**config.mk**
```make
export PLATFORM = sky130hd
export DESIGN_NAME = decrypt_process
export DESIGN_NICKNAME = d
export VERILOG_FILES = /design/src/rtl/acorn_pkg.sv /design/src/rtl/state_update128.sv /design/src/rtl/decrypt_process.sv
export SDC_FILE = /design/constraint.sdc
export NUM_CORES = 1
export LEC_CHECK = 0
export BUFFER_PORTS_ARGS = -buffer_cell sky130_fd_sc_hd__buf_2
export CAP_MARGIN = 10
export CORE_AREA = 3 3 331 333
export CTS_BUF_LIST = sky130_fd_sc_hd__clkbuf_8
export DETAILED_ROUTE_END_ITERATION = 6
export DIE_AREA = 0 0 334 336
export PLACE_DENSITY = 0.58
export SYNTH_ARGS = -nofsm -noshare
export SYNTH_HDL_FRONTEND = slang
export SYNTH_HIERARCHICAL = 1
export SYNTH_SLANG_ARGS = --single-unit
```
**constraint.sdc**
```tcl
create_clock -name clk -period 59.1 [get_ports clk]
set_input_delay 14.775 -clock clk [delete_from_list [all_inputs] [get_ports clk]]
set_output_delay 14.775 -clock clk [all_outputs]
set_load 0.1 [all_outputs]
```
**src/rtl/acorn_pkg.sv**
```systemverilog
// ACORN-128 shared definitions: widths, decrypt FSM encoding, keystream taps
// and the maj/ch boolean helpers. The encryption, decryption and tag stages
// all use these.
package acorn_pkg;

   localparam int unsigned ACORN_STATE_W  = 293;
   localparam int unsigned ACORN_PAD_BITS = 256;
   localparam int unsigned ACORN_PAD_HALF = ACORN_PAD_BITS / 2;
   localparam int unsigned ACORN_CNT_W    = 12;

   typedef enum logic [1:0] {
      DEC_IDLE,
      DEC_DATA,
      DEC_PAD_A,
      DEC_PAD_B
   } dec_fsm_e;

   // Keystream tap positions
   localparam int unsigned KS_LIN0  = 12;
   localparam int unsigned KS_LIN1  = 154;
   localparam int unsigned KS_MAJ_X = 235;
   localparam int unsigned KS_MAJ_Y = 61;
   localparam int unsigned KS_MAJ_Z = 193;
   localparam int unsigned KS_CH_X  = 230;
   localparam int unsigned KS_CH_Y  = 111;
   localparam int unsigned KS_CH_Z  = 66;

   function automatic logic acorn_maj(input logic x, input logic y, input logic z);
      return (x & y) ^ (x & z) ^ (y & z);
   endfunction

   function automatic logic acorn_ch(input logic x, input logic y, input logic z);
      return (x & y) ^ (~x & z);
   endfunction

   function automatic logic acorn_ks(input logic [ACORN_STATE_W-1:0] s);
      return s[KS_LIN0] ^ s[KS_LIN1]
           ^ acorn_maj(s[KS_MAJ_X], s[KS_MAJ_Y], s[KS_MAJ_Z])
           ^ acorn_ch(s[KS_CH_X], s[KS_CH_Y], s[KS_CH_Z]);
   endfunction

endpackage

```
**src/rtl/state_update128.sv**
```systemverilog
// One ACORN-128 state step (combinational).
//   ca_i, cb_i : control bits gating s[196] and the keystream into the feedback
//   m_i        : message bit absorbed into the new top bit
//   state_i    : current 293-bit state
//   state_o    : state after the LFSR updates, feedback and shift
module state_update128
   import acorn_pkg::*;
(
   input  logic                     ca_i,
   input  logic                     cb_i,
   input  logic                     m_i,
   input  logic [ACORN_STATE_W-1:0] state_i,
   output logic [ACORN_STATE_W-1:0] state_o
);

   logic [ACORN_STATE_W-1:0] s;
   logic                     f;

   always_comb begin
      s = state_i;
      // Six LFSR taps updated in place; each reads only positions not yet
      // touched, so the order reproduces the reference sequential update.
      s[289] = s[289] ^ s[235] ^ s[230];
      s[230] = s[230] ^ s[196] ^ s[193];
      s[193] = s[193] ^ s[160] ^ s[154];
      s[154] = s[154] ^ s[111] ^ s[107];
      s[107] = s[107] ^ s[66]  ^ s[61];
      s[61]  = s[61]  ^ s[23]  ^ s[0];
      f = s[0] ^ ~s[107] ^ acorn_maj(s[244], s[23], s[160])
        ^ (ca_i & s[196]) ^ (cb_i & acorn_ks(s)) ^ m_i;
      state_o = {f, s[ACORN_STATE_W-1:1]};
   end

endmodule

```
**src/rtl/decrypt_process.sv**
```systemverilog
// ACORN-128 decryption stage. Captures the post-AD state and a ciphertext
// block on start, recovers one plaintext bit per clock while absorbing it,
// then runs the two 128-step padding halves.
//   clk, rst  : clock (rising edge), asynchronous active-high reset
//   start     : request, sampled only when idle
//   state_in  : post-AD state, captured at start
//   ct_in     : ciphertext block, bit 0 first, captured at start
//   pt_out    : recovered plaintext, bit i written at data step i
//   state_out : working state, final while done=1
//   busy      : high from capture until the final step
//   done      : one-cycle pulse after the final step
module decrypt_process
   import acorn_pkg::*;
#(
   parameter int unsigned MSG_BITS = 128
) (
   input  logic                     clk,
   input  logic                     rst,
   input  logic                     start,
   input  logic [ACORN_STATE_W-1:0] state_in,
   input  logic [MSG_BITS-1:0]      ct_in,
   output logic [MSG_BITS-1:0]      pt_out,
   output logic [ACORN_STATE_W-1:0] state_out,
   output logic                     busy,
   output logic                     done
);

   localparam logic [ACORN_CNT_W-1:0] DATA_LAST = ACORN_CNT_W'(MSG_BITS - 1);
   localparam logic [ACORN_CNT_W-1:0] PAD_LAST  = ACORN_CNT_W'(ACORN_PAD_HALF - 1);

   dec_fsm_e                 fsm_q, fsm_d;
   logic [ACORN_CNT_W-1:0]   cnt_q, cnt_d;
   logic [ACORN_STATE_W-1:0] state_q, state_d;
   logic [MSG_BITS-1:0]      ct_q, ct_d;
   logic [MSG_BITS-1:0]      pt_q, pt_d;
   logic                     busy_q, busy_d;
   logic                     done_q, done_d;

   logic                     su_m, su_ca;
   logic [ACORN_STATE_W-1:0] su_next;
   logic                     ks, ct_bit, p;

   state_update128 u_step (
      .ca_i    (su_ca),
      .cb_i    (1'b0),
      .m_i     (su_m),
      .state_i (state_q),
      .state_o (su_next)
   );

   always_ff @(posedge clk or posedge rst) begin
      if (rst) begin
         fsm_q   <= DEC_IDLE;
         cnt_q   <= '0;
         state_q <= '0;
         ct_q    <= '0;
         pt_q    <= '0;
         busy_q  <= 1'b0;
         done_q  <= 1'b0;
      end else begin
         fsm_q   <= fsm_d;
         cnt_q   <= cnt_d;
         state_q <= state_d;
         ct_q    <= ct_d;
         pt_q    <= pt_d;
         busy_q  <= busy_d;
         done_q  <= done_d;
      end
   end

   always_comb begin
      fsm_d   = fsm_q;
      cnt_d   = cnt_q;
      state_d = state_q;
      ct_d    = ct_q;
      pt_d    = pt_q;
      busy_d  = busy_q;
      done_d  = 1'b0;
      su_m    = 1'b0;
      su_ca   = 1'b0;
      ks      = acorn_ks(state_q);
      ct_bit  = 1'b0;
      p       = 1'b0;

      case (fsm_q)
         DEC_IDLE: begin
            if (start) begin
               state_d = state_in;
               ct_d    = ct_in;
               pt_d    = '0;
               cnt_d   = '0;
               busy_d  = 1'b1;
               fsm_d   = DEC_DATA;
            end
         end
         DEC_DATA: begin
            // Compare-based bit select keeps the index within MSG_BITS-1
            for (int unsigned i = 0; i < MSG_BITS; i++) begin
               if (cnt_q == ACORN_CNT_W'(i)) ct_bit = ct_q[i];
            end
            p = ct_bit ^ ks;
            for (int unsigned i = 0; i < MSG_BITS; i++) begin
               if (cnt_q == ACORN_CNT_W'(i)) pt_d[i] = p;
            end
            su_m    = p;
            su_ca   = 1'b1;
            state_d = su_next;
            if (cnt_q == DATA_LAST) begin
               cnt_d = '0;
               fsm_d = DEC_PAD_A;
            end else begin
               cnt_d = cnt_q + 1'b1;
            end
         end
         DEC_PAD_A: begin
            su_m    = (cnt_q == '0);
            su_ca   = 1'b1;
            state_d = su_next;
            if (cnt_q == PAD_LAST) begin
               cnt_d = '0;
               fsm_d = DEC_PAD_B;
            end else begin
               cnt_d = cnt_q + 1'b1;
            end
         end
         DEC_PAD_B: begin
            state_d = su_next;
            if (cnt_q == PAD_LAST) begin
               cnt_d  = '0;
               fsm_d  = DEC_IDLE;
               busy_d = 1'b0;
               done_d = 1'b1;
            end else begin
               cnt_d = cnt_q + 1'b1;
            end
         end
         default: fsm_d = DEC_IDLE;
      endcase
   end

   assign pt_out    = pt_q;
   assign state_out = state_q;
   assign busy      = busy_q;
   assign done      = done_q;

endmodule

```
==> impl_metrics.env <==
export IMPL_layout_worst_path_cycle_share=0.315
export IMPL_die_w_um=334
export IMPL_clk_root_buffer_cell="sky130_fd_sc_hd__clkbuf_8"
export IMPL_hp_class="reg -> reg"
export IMPL_async_reset_ff_frac=1.00
export IMPL_netlist_cell_type_count=83
export IMPL_synth_xor_area_share=0.00980
export IMPL_grt_util_all_layers=0.220
export IMPL_fin_setup_tns_ns=0
export IMPL_mostFrequentLayoutCell="sky130_fd_sc_hd__buf_2"
export IMPL_upper_clock_frequency_limit_mhz=53.8
export IMPL_drive_above_1_share=0.321
export IMPL_congestion_overflow_gr=0
export IMPL_grt_pass1_vias=25800
export IMPL_rsz0062_at_grt="no"
export IMPL_cts_max_level=3
export IMPL_required_time_of_the_critical_path_ns=59.69
export IMPL_static_leakage_power_uw=0.0162
export IMPL_clock_pin_slew_worst_setup_and_hold_paths_ns=0.06
export IMPL_worstSetupPathType="in -> reg"
export IMPL_routed_wire_length_per_instance_um=24.6
export IMPL_post_route_drc_count=0
export IMPL_outcome="finished clean"
export IMPL_tritoncts="built"
export IMPL_maxCapViolations=0
export IMPL_layout_common_cells="846 x sky130_fd_sc_hd__buf_2, 572 x sky130_fd_sc_hd__nand2_1, 565 x sky130_fd_sc_hd__dfrtp_1"
export IMPL_utilization=0.340
export IMPL_syn_cell_area_um2=30900
export IMPL_crit_path_max_incr_delay_ns=0.91
export IMPL_die_height_um=336
export IMPL_route_antenna_remaining_nets=0
export IMPL_floorplan_die_area_um2=112000
export IMPL_synthesis_instances=3245
export IMPL_synth_adder_area_share=0.00466
export IMPL_cts_resized=0
export IMPL_synth_edf_count=0
export IMPL_crit_path_top_delay_cell="sky130_fd_sc_hd__buf_4"
export IMPL_yosys_area_share_simple=0.117
export IMPL_final_layout_net_count=4149
export IMPL_critical_path_arrival_ns=19.19
export IMPL_vias=27000
export IMPL_ys_seq_elements=565
export IMPL_top_level_ports=847
export IMPL_std_cell_rows=120
export IMPL_endpoint_kind="register"
export IMPL_crit_path_start_kind="primary input"
export IMPL_cts_max_path_buffers=3
export IMPL_timing_final_setup_violations=0
export IMPL_post_cts_hold_buffer_count=0
export IMPL_cp_common_cell="sky130_fd_sc_hd__buf_4"
export IMPL_post_cts_setup_buffers=0
export IMPL_portBuffers=846
export IMPL_synth_sequential_area_ratio=0.458
export IMPL_skew_ns=0.0709
export IMPL_antenna_violations_before_repair=33
export IMPL_fp_coreArea_um2=107000
export IMPL_multi_input_area_um2=13600
export IMPL_largest_driver_fanout_on_the_critical_path=245
export IMPL_pin_count_of_the_biggest_net_entering_global_routing=246
export IMPL_register_area_um2=14100
export IMPL_worst_skew_pair_late_latency_ns=0.79
export IMPL_synth_compound_gate_area_share=0.162
export IMPL_gpl_final_weighted_congestion=0.927
export IMPL_power_density_nw_per_um2=21.9
export IMPL_vdd_ir_drop_worst_v=0.0000162
export IMPL_maxSlewHeadroom=0.140
export IMPL_post_drt_via_cell_ratio=5.18
export IMPL_initial_core_util=0.289
export IMPL_timing_critical_path_cells="buf_2, nor2b_4, buf_4, buf_12, buf_4, buf_4, o21ai_0"
export IMPL_global_route_wire_length_before_repair_mm=184
export IMPL_avgSynthCellArea_um2=9.52
export IMPL_muxShareOfSynthArea=0.143
export IMPL_area_added_between_synthesis_and_finish_pct=17.8
export IMPL_pins_over_their_slew_limit=0
export IMPL_drtPass1Iterations=6
export IMPL_synth_yosys_warnings=6
export IMPL_total_cts_buffers=105
export IMPL_final_hold_viol_count=0
export IMPL_fillers=11200
export IMPL_post_layout_total_power_uw=797
export IMPL_dominantRegCellSynth="sky130_fd_sc_hd__dfrtp_1"
export IMPL_slew_at_the_pin_closest_to_its_max_slew_limit_ns=1.28
export IMPL_place_hpwl_mm=95.9
export IMPL_total_number_of_clock_tree_sinks=565
export IMPL_finalWirelength_mm=128
export IMPL_drt_first_iter_violations=2698
export IMPL_synth_top_family_by_area="compound AO/OA/AOI/OAI gates"
export IMPL_post_route_min_period_ns=18.60
==> Yosys cell counts (13+ instances only) <==
library cell               number  share of area
sky130_fd_sc_hd__inv_1         15         0.0018
sky130_fd_sc_hd__nor2b_1       13         0.0026
sky130_fd_sc_hd__a31oi_1      101          0.020
sky130_fd_sc_hd__o31ai_1      104          0.025
sky130_fd_sc_hd__buf_4        287          0.070
sky130_fd_sc_hd__mux2i_1      296          0.096
sky130_fd_sc_hd__nand3_1       78          0.013
sky130_fd_sc_hd__a21oi_1       77          0.012
sky130_fd_sc_hd__nor2_1        59         0.0072
sky130_fd_sc_hd__mux2_2       129          0.047
sky130_fd_sc_hd__buf_1         16         0.0019
sky130_fd_sc_hd__buf_6         13         0.0047
sky130_fd_sc_hd__xnor2_1       17         0.0048
sky130_fd_sc_hd__or3_1         14         0.0028
sky130_fd_sc_hd__clkbuf_1     214          0.026
sky130_fd_sc_hd__o21ai_0      386          0.063
sky130_fd_sc_hd__nor3_1        24         0.0039
sky130_fd_sc_hd__nor4_1        15         0.0030
sky130_fd_sc_hd__nand2_1      573          0.070
sky130_fd_sc_hd__dfrtp_1      565           0.46
==> power breakdown <==
group	switching (µW)	internal (µW)	leakage [µW]
clock network	181	203	0.00118
logic	14.2	10.7	0.00780
registers	0.0296	387	0.00721
==> routing by layer <==
metal  vias to the layer above  wire length (µm)  GRT usage
met5                         -               124          0
met4                        20              4780     0.0729
met3                       227             12000     0.0631
met2                      1281             59800      0.358
met1                     13300             51500      0.281
li1                      12200                 -          -
==> critical path: cells and delay by family <==
| family | cells | cell delay (ns) |
|---|---|---|
| and+or+nand+nor | 1 | 0.62 |
| AOI/OAI and AO/OA | 1 | 0.23 |
| buffers and inverters | 5 | 3.13 |
==> worst paths after layout <==
check,startpoint,to,slack (ns),depth (start not counted)
setup / recovery,start,state_out[101]$_DFFE_PP0N_,40.50,7
hold / removal,state_out[249]$_DFFE_PP0N_,state_out[249]$_DFFE_PP0N_,0.50,2
setup reg to reg,cnt_q[0]$_DFFE_PP0N_,pt_out[62]$_DFFE_PP0P_,52.65,14
hold reg to reg,state_out[249]$_DFFE_PP0N_,state_out[249]$_DFFE_PP0N_,0.50,2
max in group asynchronous,rst,state_out[116]$_DFFE_PP0N_,42.72,4
min in group asynchronous,rst,pt_out[91]$_DFFE_PP0P_,14.20,2
==> state kept, by name, summed over array words and instances (netlist names) <==
name,cells
ct_q,128
fsm_q,2
state_out,293
done,1
busy,1
pt_out,128
cnt_q,12
==> logic make-up after synthesis <==
group | after synthesis
other | 1
muxes | 425
and+or+nand+nor | 840
xor gates and xnor gates | 28
adders and majority gates | 12
AOI/OAI and AO/OA | 818
DFF | 565
buffers and inverters | 556
==> metrics by stage <==
stage	cells	worst slack [ns]	hold WS (ns)	area (µm²)
after floorplan	3246	28.52	0.471	30900
after global placement	5011	39.80	0.481	34300
after detailed placement	5012	39.66	0.488	34300
after CTS	5194	40.57	0.501	36400
after global routing	5201	40.09	0.509	36400
final	5209	40.50	0.497	36400
==> final cells by class <==
class	instances	area share
Clock inverter	58	0.0102
Tap cell	1403	0.0482
Inverter	18	0.00206
Sequential cell	565	0.389
Clock buffer	124	0.0469
Multi-Input combinational cell	2125	0.374
Antenna cell	15	0.00103
Timing Repair Buffer	901	0.129
Power figures use the tool's default switching activity.
